`src/rtl/aes_pkg.sv`:
```
// Shared AES definitions: word/block types, S-box, round constants and the
// controller state encoding used by the key schedule.
package aes_pkg;

  typedef logic [31:0]  aes_word_t;
  typedef logic [127:0] aes_block_t;

  localparam int AES128_ROUNDS = 10;

  typedef enum logic {
    IDLE,
    EXPAND
  } ks_state_t;

  localparam logic [7:0] SBOX [256] = '{
    8'h63, 8'h7c, 8'h77, 8'h7b, 8'hf2, 8'h6b, 8'h6f, 8'hc5, 8'h30, 8'h01, 8'h67, 8'h2b, 8'hfe, 8'hd7, 8'hab, 8'h76,
    8'hca, 8'h82, 8'hc9, 8'h7d, 8'hfa, 8'h59, 8'h47, 8'hf0, 8'had, 8'hd4, 8'ha2, 8'haf, 8'h9c, 8'ha4, 8'h72, 8'hc0,
    8'hb7, 8'hfd, 8'h93, 8'h26, 8'h36, 8'h3f, 8'hf7, 8'hcc, 8'h34, 8'ha5, 8'he5, 8'hf1, 8'h71, 8'hd8, 8'h31, 8'h15,
    8'h04, 8'hc7, 8'h23, 8'hc3, 8'h18, 8'h96, 8'h05, 8'h9a, 8'h07, 8'h12, 8'h80, 8'he2, 8'heb, 8'h27, 8'hb2, 8'h75,
    8'h09, 8'h83, 8'h2c, 8'h1a, 8'h1b, 8'h6e, 8'h5a, 8'ha0, 8'h52, 8'h3b, 8'hd6, 8'hb3, 8'h29, 8'he3, 8'h2f, 8'h84,
    8'h53, 8'hd1, 8'h00, 8'hed, 8'h20, 8'hfc, 8'hb1, 8'h5b, 8'h6a, 8'hcb, 8'hbe, 8'h39, 8'h4a, 8'h4c, 8'h58, 8'hcf,
    8'hd0, 8'hef, 8'haa, 8'hfb, 8'h43, 8'h4d, 8'h33, 8'h85, 8'h45, 8'hf9, 8'h02, 8'h7f, 8'h50, 8'h3c, 8'h9f, 8'ha8,
    8'h51, 8'ha3, 8'h40, 8'h8f, 8'h92, 8'h9d, 8'h38, 8'hf5, 8'hbc, 8'hb6, 8'hda, 8'h21, 8'h10, 8'hff, 8'hf3, 8'hd2,
    8'hcd, 8'h0c, 8'h13, 8'hec, 8'h5f, 8'h97, 8'h44, 8'h17, 8'hc4, 8'ha7, 8'h7e, 8'h3d, 8'h64, 8'h5d, 8'h19, 8'h73,
    8'h60, 8'h81, 8'h4f, 8'hdc, 8'h22, 8'h2a, 8'h90, 8'h88, 8'h46, 8'hee, 8'hb8, 8'h14, 8'hde, 8'h5e, 8'h0b, 8'hdb,
    8'he0, 8'h32, 8'h3a, 8'h0a, 8'h49, 8'h06, 8'h24, 8'h5c, 8'hc2, 8'hd3, 8'hac, 8'h62, 8'h91, 8'h95, 8'he4, 8'h79,
    8'he7, 8'hc8, 8'h37, 8'h6d, 8'h8d, 8'hd5, 8'h4e, 8'ha9, 8'h6c, 8'h56, 8'hf4, 8'hea, 8'h65, 8'h7a, 8'hae, 8'h08,
    8'hba, 8'h78, 8'h25, 8'h2e, 8'h1c, 8'ha6, 8'hb4, 8'hc6, 8'he8, 8'hdd, 8'h74, 8'h1f, 8'h4b, 8'hbd, 8'h8b, 8'h8a,
    8'h70, 8'h3e, 8'hb5, 8'h66, 8'h48, 8'h03, 8'hf6, 8'h0e, 8'h61, 8'h35, 8'h57, 8'hb9, 8'h86, 8'hc1, 8'h1d, 8'h9e,
    8'he1, 8'hf8, 8'h98, 8'h11, 8'h69, 8'hd9, 8'h8e, 8'h94, 8'h9b, 8'h1e, 8'h87, 8'he9, 8'hce, 8'h55, 8'h28, 8'hdf,
    8'h8c, 8'ha1, 8'h89, 8'h0d, 8'hbf, 8'he6, 8'h42, 8'h68, 8'h41, 8'h99, 8'h2d, 8'h0f, 8'hb0, 8'h54, 8'hbb, 8'h16
  };

  // Forward S-box lookup, also used by the cipher's SubBytes stage.
  function automatic logic [7:0] sub_byte(input logic [7:0] b);
    return SBOX[b];
  endfunction

  // Round constant for expansion round r; zero outside 1..10.
  function automatic logic [7:0] rcon(input logic [3:0] r);
    logic [7:0] rc;
    case (r)
      4'd1:    rc = 8'h01;
      4'd2:    rc = 8'h02;
      4'd3:    rc = 8'h04;
      4'd4:    rc = 8'h08;
      4'd5:    rc = 8'h10;
      4'd6:    rc = 8'h20;
      4'd7:    rc = 8'h40;
      4'd8:    rc = 8'h80;
      4'd9:    rc = 8'h1b;
      4'd10:   rc = 8'h36;
      default: rc = 8'h00;
    endcase
    return rc;
  endfunction

endpackage

```
`src/rtl/aes_key_schedule_ctrl_if.sv`:
```
// Key-load handshake, status and round-key read port of the key schedule.
interface aes_key_schedule_ctrl_if;
  import aes_pkg::*;

  aes_block_t key_in;
  logic       key_valid;
  logic       key_ready;
  logic       clear;
  logic       busy;
  logic       keys_valid;
  logic [3:0] round_cnt;
  logic [3:0] rd_addr;
  aes_block_t rd_data;
  logic       rd_hit;

  // Key loader / cipher datapath side.
  modport master (
    output key_in, key_valid, clear, rd_addr,
    input  key_ready, busy, keys_valid, round_cnt, rd_data, rd_hit
  );

  // Key schedule side.
  modport slave (
    input  key_in, key_valid, clear, rd_addr,
    output key_ready, busy, keys_valid, round_cnt, rd_data, rd_hit
  );
endinterface

```
`src/rtl/aes_key_round.sv`:
```
// One AES-128 key expansion step: derives the next round key from the
// previous one and the round constant. Purely combinational.
module aes_key_round
  import aes_pkg::*;
(
  input  aes_block_t prev_key,
  input  logic [7:0] rcon_in,
  output aes_block_t next_key
);

  aes_word_t w0, w1, w2, w3;
  aes_word_t rot_w, sub_w, t;
  aes_word_t n0, n1, n2, n3;

  assign w0 = prev_key[127:96];
  assign w1 = prev_key[95:64];
  assign w2 = prev_key[63:32];
  assign w3 = prev_key[31:0];

  assign rot_w = {w3[23:0], w3[31:24]};

  generate
    for (genvar gi = 0; gi < 4; gi++) begin : g_sbox
      assign sub_w[gi*8 +: 8] = sub_byte(rot_w[gi*8 +: 8]);
    end
  endgenerate

  assign t  = sub_w ^ {rcon_in, 24'h0};
  // Each new word chains off the previously produced one.
  assign n0 = w0 ^ t;
  assign n1 = w1 ^ n0;
  assign n2 = w2 ^ n1;
  assign n3 = w3 ^ n2;

  assign next_key = {n0, n1, n2, n3};

endmodule

```
`src/rtl/aes_key_schedule_ctrl.sv`:
```
// AES-128 key schedule controller: accepts a cipher key, expands one round
// per clock into a key file and serves round keys through a registered port.
module aes_key_schedule_ctrl
  import aes_pkg::*;
#(
  parameter int NUM_ROUNDS = AES128_ROUNDS
) (
  input logic                    clk,
  input logic                    reset,
  aes_key_schedule_ctrl_if.slave bus
);

  localparam logic [3:0] LAST_ROUND = 4'(NUM_ROUNDS);

  ks_state_t  state_q, state_d;
  logic [3:0] round_q, round_d;
  logic       keys_valid_q, keys_valid_d;
  logic [3:0] last_wr_q, last_wr_d;
  logic       last_wr_vld_q, last_wr_vld_d;   // low means no slot written yet
  aes_block_t cur_key_q, cur_key_d;           // most recently written key
  aes_block_t rd_data_q, rd_data_d;
  logic       rd_hit_q, rd_hit_d;

  logic       wr_en;
  logic [3:0] wr_addr;
  aes_block_t wr_data;
  aes_block_t next_key;

  aes_block_t key_file [NUM_ROUNDS+1];

  aes_key_round u_round (
    .prev_key (cur_key_q),
    .rcon_in  (rcon(round_q)),
    .next_key (next_key)
  );

  // Next-state, counter and key-file write control; clear overrides all.
  always_comb begin
    state_d       = state_q;
    round_d       = round_q;
    keys_valid_d  = keys_valid_q;
    last_wr_d     = last_wr_q;
    last_wr_vld_d = last_wr_vld_q;
    cur_key_d     = cur_key_q;
    wr_en         = 1'b0;
    wr_addr       = round_q;
    wr_data       = next_key;
    if (bus.clear) begin
      state_d       = IDLE;
      round_d       = 4'd0;
      keys_valid_d  = 1'b0;
      last_wr_vld_d = 1'b0;
    end else begin
      case (state_q)
        IDLE: begin
          if (bus.key_valid) begin
            wr_en         = 1'b1;
            wr_addr       = 4'd0;
            wr_data       = bus.key_in;
            cur_key_d     = bus.key_in;
            round_d       = 4'd1;
            keys_valid_d  = 1'b0;
            last_wr_d     = 4'd0;
            last_wr_vld_d = 1'b1;
            state_d       = EXPAND;
          end
        end
        EXPAND: begin
          wr_en         = 1'b1;
          cur_key_d     = next_key;
          last_wr_d     = round_q;
          last_wr_vld_d = 1'b1;
          if (round_q == LAST_ROUND) begin
            state_d      = IDLE;
            round_d      = 4'd0;
            keys_valid_d = 1'b1;
          end else begin
            round_d = round_q + 4'd1;
          end
        end
        default: state_d = IDLE;
      endcase
    end
  end

  // Control state registers.
  always_ff @(posedge clk or posedge reset) begin
    if (reset) begin
      state_q       <= IDLE;
      round_q       <= 4'd0;
      keys_valid_q  <= 1'b0;
      last_wr_q     <= 4'd0;
      last_wr_vld_q <= 1'b0;
      cur_key_q     <= '0;
    end else begin
      state_q       <= state_d;
      round_q       <= round_d;
      keys_valid_q  <= keys_valid_d;
      last_wr_q     <= last_wr_d;
      last_wr_vld_q <= last_wr_vld_d;
      cur_key_q     <= cur_key_d;
    end
  end

  // Key file storage; contents are only trusted through rd_hit.
  always_ff @(posedge clk) begin
    if (wr_en) key_file[wr_addr] <= wr_data;
  end

  // Read port: out-of-range addresses return zero; hits see only past writes.
  always_comb begin
    rd_data_d = '0;
    rd_hit_d  = 1'b0;
    if (bus.rd_addr <= LAST_ROUND) begin
      rd_data_d = key_file[bus.rd_addr];
      rd_hit_d  = last_wr_vld_q && (bus.rd_addr <= last_wr_q);
    end
  end

  // Registered read outputs.
  always_ff @(posedge clk or posedge reset) begin
    if (reset) begin
      rd_data_q <= '0;
      rd_hit_q  <= 1'b0;
    end else begin
      rd_data_q <= rd_data_d;
      rd_hit_q  <= rd_hit_d;
    end
  end

  assign bus.busy       = (state_q == EXPAND);
  assign bus.key_ready  = (state_q != EXPAND);
  assign bus.keys_valid = keys_valid_q;
  assign bus.round_cnt  = round_q;
  assign bus.rd_data    = rd_data_q;
  assign bus.rd_hit     = rd_hit_q;

endmodule

```
`src/flat_wrapper.sv`:
```
// flat-port wrapper written by rule: the top's interface ports become plain ports
module aes_key_schedule_ctrl_flat import aes_pkg::*;
#(
  parameter int NUM_ROUNDS = AES128_ROUNDS
)
  (clk, reset, bus_key_in, bus_key_valid, bus_clear, bus_rd_addr, bus_key_ready, bus_busy, bus_keys_valid, bus_round_cnt, bus_rd_data, bus_rd_hit);
  aes_key_schedule_ctrl_if bus_i ();
  input logic clk;
  input logic reset;
  input wire logic [$bits(bus_i.key_in)-1:0] bus_key_in;
  input wire logic [$bits(bus_i.key_valid)-1:0] bus_key_valid;
  input wire logic [$bits(bus_i.clear)-1:0] bus_clear;
  input wire logic [$bits(bus_i.rd_addr)-1:0] bus_rd_addr;
  output wire logic [$bits(bus_i.key_ready)-1:0] bus_key_ready;
  output wire logic [$bits(bus_i.busy)-1:0] bus_busy;
  output wire logic [$bits(bus_i.keys_valid)-1:0] bus_keys_valid;
  output wire logic [$bits(bus_i.round_cnt)-1:0] bus_round_cnt;
  output wire logic [$bits(bus_i.rd_data)-1:0] bus_rd_data;
  output wire logic [$bits(bus_i.rd_hit)-1:0] bus_rd_hit;
  assign bus_i.key_in = bus_key_in;
  assign bus_i.key_valid = bus_key_valid;
  assign bus_i.clear = bus_clear;
  assign bus_i.rd_addr = bus_rd_addr;
  assign bus_key_ready = bus_i.key_ready;
  assign bus_busy = bus_i.busy;
  assign bus_keys_valid = bus_i.keys_valid;
  assign bus_round_cnt = bus_i.round_cnt;
  assign bus_rd_data = bus_i.rd_data;
  assign bus_rd_hit = bus_i.rd_hit;
  aes_key_schedule_ctrl #(.NUM_ROUNDS(NUM_ROUNDS)) u_core (.clk(clk), .reset(reset), .bus(bus_i));
endmodule
```
`config.mk`:
```
export PLATFORM = sky130hd
export DESIGN_NAME = aes_key_schedule_ctrl_flat
export DESIGN_NICKNAME = d
export VERILOG_FILES = /design/src/rtl/aes_pkg.sv /design/src/rtl/aes_key_schedule_ctrl_if.sv /design/src/rtl/aes_key_round.sv /design/src/rtl/aes_key_schedule_ctrl.sv /design/src/flat_wrapper.sv
export SDC_FILE = /design/constraint.sdc
export NUM_CORES = 2
export LEC_CHECK = 0
export CORE_ASPECT_RATIO = 2
export CORE_MARGIN = 1
export CORE_UTILIZATION = 56
export CTS_CLUSTER_SIZE = 8
export DETAILED_ROUTE_END_ITERATION = 6
export PLACE_DENSITY_LB_ADDON = 0.25
export SKIP_LAST_GASP = 1
export SLEW_MARGIN = 20
export SYNTH_ARGS = -nofsm -noshare
export SYNTH_HDL_FRONTEND = slang
export SYNTH_SLANG_ARGS = --single-unit
```
`constraint.sdc`:
```
create_clock -name clk -period 13.55 [get_ports clk]
set_input_delay 1.355 -clock clk [delete_from_list [all_inputs] [get_ports clk]]
set_output_delay 1.355 -clock clk [all_outputs]
set_load 0.1 [all_outputs]
```
; Word-level counts from Yosys, hierarchy flattened
; Memories as Yosys holds them, arrays and structs flattened.
; Index checks and enable logic that the tools add are counted.
[classes]
n_lt_le_gt_ge = 6
mux = 39
bitwise = 11
addsub = 1
reduce_logical = 3
n_eq_ne = 4
[ops]
columns = cell, n
row1 = 128-bit two-way mux, 5
row2 = 128-bit one-hot mux with 2 select lines, 1
row3 = 32-bit XOR, 5
row4 = 8-bit two-way mux, 8
row5 = "9-bit greater-or-equal comparator, second input constant", 4
row6 = 8-bit inverter with 9-bit output, 4
row7 = 4-bit two-way mux, 7
row8 = 4-bit one-hot mux with 2 select lines, 2
row9 = 1-bit two-way mux, 12
row10 = 1-bit one-hot mux with 2 select lines, 4
row11 = "3-bit inequality test, second input constant", 2
row12 = "4-bit by 1-bit adder with 4-bit output, second input constant", 1
row13 = "4-bit == test, second input constant", 1
row14 = 4-bit <= comparator, 1
row15 = "4-bit <= comparator, second input constant", 1
row16 = 2-bit AND reduction, 2
row17 = "2-bit inequality test, second input constant", 1
row18 = 1-bit inverter, 2
row19 = 1-bit logical AND, 1
[totals]
elab_cells = 78
ram_bits = 1408
inputBits = 136
ff_bits = 268
n_memories = 6
romBits = 8320
[memory_table]
columns = memory, words, word_bits, read_ports, rd_clocked_by_memory_dff, write_ports, line_no
row1 = (no name shown), 256, 8, 1, 0, 0, aes_pkg.sv:36  ; return SBOX[b];
row2 = (no name shown), 256, 8, 1, 0, 0, aes_pkg.sv:36
row3 = (no name shown), 256, 8, 1, 0, 0, aes_pkg.sv:36
row4 = (no name shown), 256, 8, 1, 0, 0, aes_pkg.sv:36
row5 = u_core.key_file, 11, 128, 1, 0, 1, aes_key_schedule_ctrl.sv:29  ; aes_block_t key_file [NUM_ROUNDS+1];
row6 = (no name shown), 16, 8, 1, 0, 0, aes_pkg.sv:42  ; case (r)

; Logic depth before layout (Yosys ltp)
[depth]
depth_word = 12
depth_mapped = 16
ltp_nobuf = 12

; Hierarchy
; Synthesis repeated with hierarchy kept, for this count alone.
[hier_totals]
cells_unflattened = 6077
area_unflattened_um2 = 82278.9
[modules_own_cells]
columns = module, cells_each, n_inst, area_each_um2
row1 = aes_key_schedule_ctrl, 3711, 1, 65965.8
row2 = aes_key_round, 2366, 1, 16313.1

; Worst setup path before layout
; No wires, ideal clock.
[synth_timing]
path_type = in2reg
startpoint = in bus_clear
endpoint = mem u_core.key_file[2][0] (netlist bit) (enable)
setup_time_ns = 0.929
stages = 4
required_ns = 12.621
arrival_time_ns = 13.946
setup_slack_ns = -1.325
path_cell_list = inv_1 nand2_1 clkbuf_1 nor4_1
[synth_via]
elab_chain_len = 3
word_cells_on_any_way = 4
cone_classes = mux (4)
[synth_rtl]
columns = element, line_no
row1 = from (decl), flat_wrapper.sv:12  ; input wire logic [$bits(bus_i.clear)-1:0] bus_clear;
row2 = 1-bit two-way mux, aes_key_schedule_ctrl.sv:48  ; if (bus.clear) begin
row3 = 1-bit two-way mux, aes_key_schedule_ctrl.sv:107  ; if (wr_en) key_file[wr_addr] <= wr_data;
row4 = 1-bit two-way mux (implied by the code), aes_key_schedule_ctrl.sv:107
row5 = to (decl), aes_key_schedule_ctrl.sv:29
; Several ways; a longest one is shown, not always the timed one.

; Final worst setup path
[layout_timing]
startpoint = reg u_core.cur_key_q[18]
endpoint = mem u_core.key_file[1][56] (netlist bit), data pin
[layout_via]
elab_chain_len = 11
[layout_rtl]
columns = element, line_no
row1 = from (decl), aes_key_schedule_ctrl.sv:20  ; aes_block_t cur_key_q, cur_key_d;
row2 = from (signal assigned), aes_key_schedule_ctrl.sv:101  ; cur_key_q <= cur_key_d;
row3 = 8-bit inverter with 9-bit output (implied by the code) (*), aes_pkg.sv:36
row4 = memory 256 x 8 bit (*), --
row5 = 8-bit two-way mux (implied by the code) (*) (2 in series), aes_pkg.sv:36
row6 = 32-bit XOR (*), aes_key_round.sv:28  ; assign t = sub_w ^ {rcon_in, 24'h0};
row7 = 32-bit XOR (*), aes_key_round.sv:30  ; assign n0 = w0 ^ t;
row8 = 32-bit XOR (*), aes_key_round.sv:31  ; assign n1 = w1 ^ n0;
row9 = 32-bit XOR (*), aes_key_round.sv:32  ; assign n2 = w2 ^ n1;
row10 = 128-bit two-way mux, aes_key_schedule_ctrl.sv:56  ; if (bus.key_valid) begin
row11 = 128-bit two-way mux, aes_key_schedule_ctrl.sv:54  ; case (state_q)
row12 = 128-bit two-way mux (*), aes_key_schedule_ctrl.sv:48
row13 = via u_core.wr_data[56], aes_key_schedule_ctrl.sv:26  ; aes_block_t wr_data;
; The timed path passes the listed nets; every way through them passes the cells marked *. The select of a mux whose other input is x is not followed.

==> metrics.cfg <==
[placement]
hpwl_um=186000
gp_congestion=1.11
dp_slack_ns=7.14
io_buffers=271

[setup_path]
path_depth=12
reg2reg_depth=12
arrival_ns=6.96
critPathMaxFanout=58
cp_cell_sequence=buf_4 > buf_4 > or2_2 > a21oi_1 > a211oi_1 > o311ai_0 > nand4_1 > o21ai_1 > xor2_2 > xor2_1 > xor2_1 > a21oi_1
critPathMaxStageDelay_ns=0.98
cp.required_ns=13.94
critPathCaptureType=flip-flop
start_kind=flip-flop
critPathSlowestCell=a21oi_1
path_buf_inv=2
critPathTopFamily=compound AO/OA/AOI/OAI gates
crit_type=reg -> reg

[yosys]
yosysUniqueCellTypes=106
synthArstFlopShare=0.160
synth_cells=6295
yosysSeqAreaShare=0.598
synth-seq-cells=1676
synth_ff_type=edfxtp_1
synth_area_leader_cell=edfxtp_1
synth_top_area_share=0.516
synth_edf_count=1408
syn_area_sq_um=81900
syn_nets=6499
syn_avg_cell_area_sq_um=13.0
synth.area.top_cells=edfxtp_1, mux4_2, dfrtp_1
ys_warn_count=0

[clock_network]
postCtsSetupBuffers=0
cts_tree=yes
hold_buffers=0
clk_pin_slew_ns=0.06
cts_root_buf=clkbuf_16
clock_path_buffers=4
cts-htree-levels=4
cts_resized=0
clk_latency_ns=0.86
clock-sinks=1676
numCtsBuffers=235

[die]
die_height_um=543
die_area_sq_um=148000
coreArea_sq_um=145000
ioPinCount=272
std_cell_rows=198
die_x_um=272
start_util=0.563

[sta]
setup-tns-final_ns=0
worst_slew_pin_slew_ns=1.39
period_share=0.485
skew_ns=0.0908
setup_ws_ns=6.98
rsz0062_at_grt=false
period_needed_ns=6.57
finalSetupViolCount=0
finalMaxSlewViolations=0
slew-limit-headroom=0.0759
fmax_ghz=0.152
hold_viol_final=0

[global_routing]
antenna_found_initial=46
grt_first_pass_wirelength_um=419000
grt_pass1_vias=58300
gr-total-overflow=0
grt_max_degree=179
grt.total_usage=0.398

[routing]
first_pass_iters=7
vias=60000
via_per_inst=7.03
first_iter_violations=8322
postRouteAntennaNets=0
wl_per_cell_um=34.7
drc=10
drt_wl_total_um=296000

[finish]
regArea_sq_um=49000
num-fill-cells=10600
nets=6625
final_layout_size_suffix_gt1_frac=0.134
syn_to_final_growth_pct=13.9
fin_util=0.641
multi_input_area_sq_um=30500

[min_path]
hold_depth=2
hp-class=reg -> reg

[status]
status=complete, but fails checks
violations=DRC

[job]
max-cap-violations=0

-- layout make-up --
type                    count  share of cell area
clock buffers             424              0.0713
multi-input cells        3970               0.327
clock inverters             4            0.000805
flip-flops and latches   1676               0.526
diodes                     21            0.000563
well taps                1900              0.0255
repair buffers            462              0.0459
inverters                  76             0.00315
-- through the flow --
step / hold slack [ns] / std cells / cell area, sq um
floorplan: 0.454 / 6295 / 81900
CTS: 0.505 / 8510 / 93100
global route: 0.547 / 8516 / 93200
detailed placement: 0.493 / 8082 / 86400
finish: 0.507 / 8533 / 93300
global placement: 0.483 / 8074 / 86300
-- tightest hold or removal path, stage by stage, from the launching register on --
cell and delay (ns):
dfrtp_1 0.36, nand2_1 0.05, o21ai_0 0.06
-- kinds of logic after synthesis --
family / share of synthesized area
compound gates: 0.129
xor+xnor: 0.0228
fa+ha+maj: 0.0105
buf+inv: 0.0328
flops: 0.598
mux: 0.125
simple gates: 0.0817
-- cells in the mapped netlist, types with 50 or more instances --
library cell,number
nand2_1,367
xnor2_1,93
buf_2,102
nor3_1,117
clkbuf_1,356
o22ai_1,231
o21ai_0,283
a211oi_1,52
a311oi_1,50
nor2_1,470
a21oi_1,496
ha_1,67
xor2_1,65
nand3_1,118
edfxtp_1,1408
mux2i_1,334
a31oi_1,63
dfrtp_1,268
buf_1,91
nor2b_1,68
o311ai_0,54
mux4_2,298
inv_1,66
nand2b_1,86
-- sequential cells by signal, indices dropped and copies added (netlist names), 4 cells and up --
signal,count
u_core.bus.rd_data,128
u_core.bus.round_cnt,4
u_core.cur_key_q,128
u_core.key_file,1408
u_core.last_wr_q,4
-- layer usage --
layer  global-route usage  up-vias  wire length (um)
met4                0.304       46             27300
met3               0.0891     1178             29800
met1                0.464    29700             98000
met5                    0        -               314
li1                     -    24800                 -
met2                0.639     4285            140000
-- cell usage in the layout, fill, tap and decap left out, types with 118 or more instances in the layout --
cell type	instances
nand3_1	118
o22ai_1	231
o21ai_0	258
clkbuf_16	238
mux2i_1	334
mux4_2	298
a21oi_1	477
edfxtp_1	1408
dfrtp_1	254
clkbuf_1	186
clkdlybuf4s50_1	265
nor2_1	463
buf_4	178
nand2_1	364
-- worst paths after layout --
| kind | startpoint | to | slack [ns] |
|---|---|---|---|
| max | u_core.cur_key_q[18] | u_core.key_file[1][56] | 6.98 |
| min | u_core.cur_key_q[120] | u_core.cur_key_q[120] | 0.51 |
| max reg2reg | u_core.cur_key_q[18] | u_core.key_file[1][56] | 6.98 |
| min reg2reg | u_core.cur_key_q[120] | u_core.cur_key_q[120] | 0.51 |
| max in group asynchronous | reset | u_core.bus.rd_data[118] | 10.80 |
| min in group asynchronous | reset | u_core.bus.rd_data[42] | 1.03 |
Power is not shown: default switching activity piles up to over one toggle a cycle in this logic, so the estimate is an artifact.
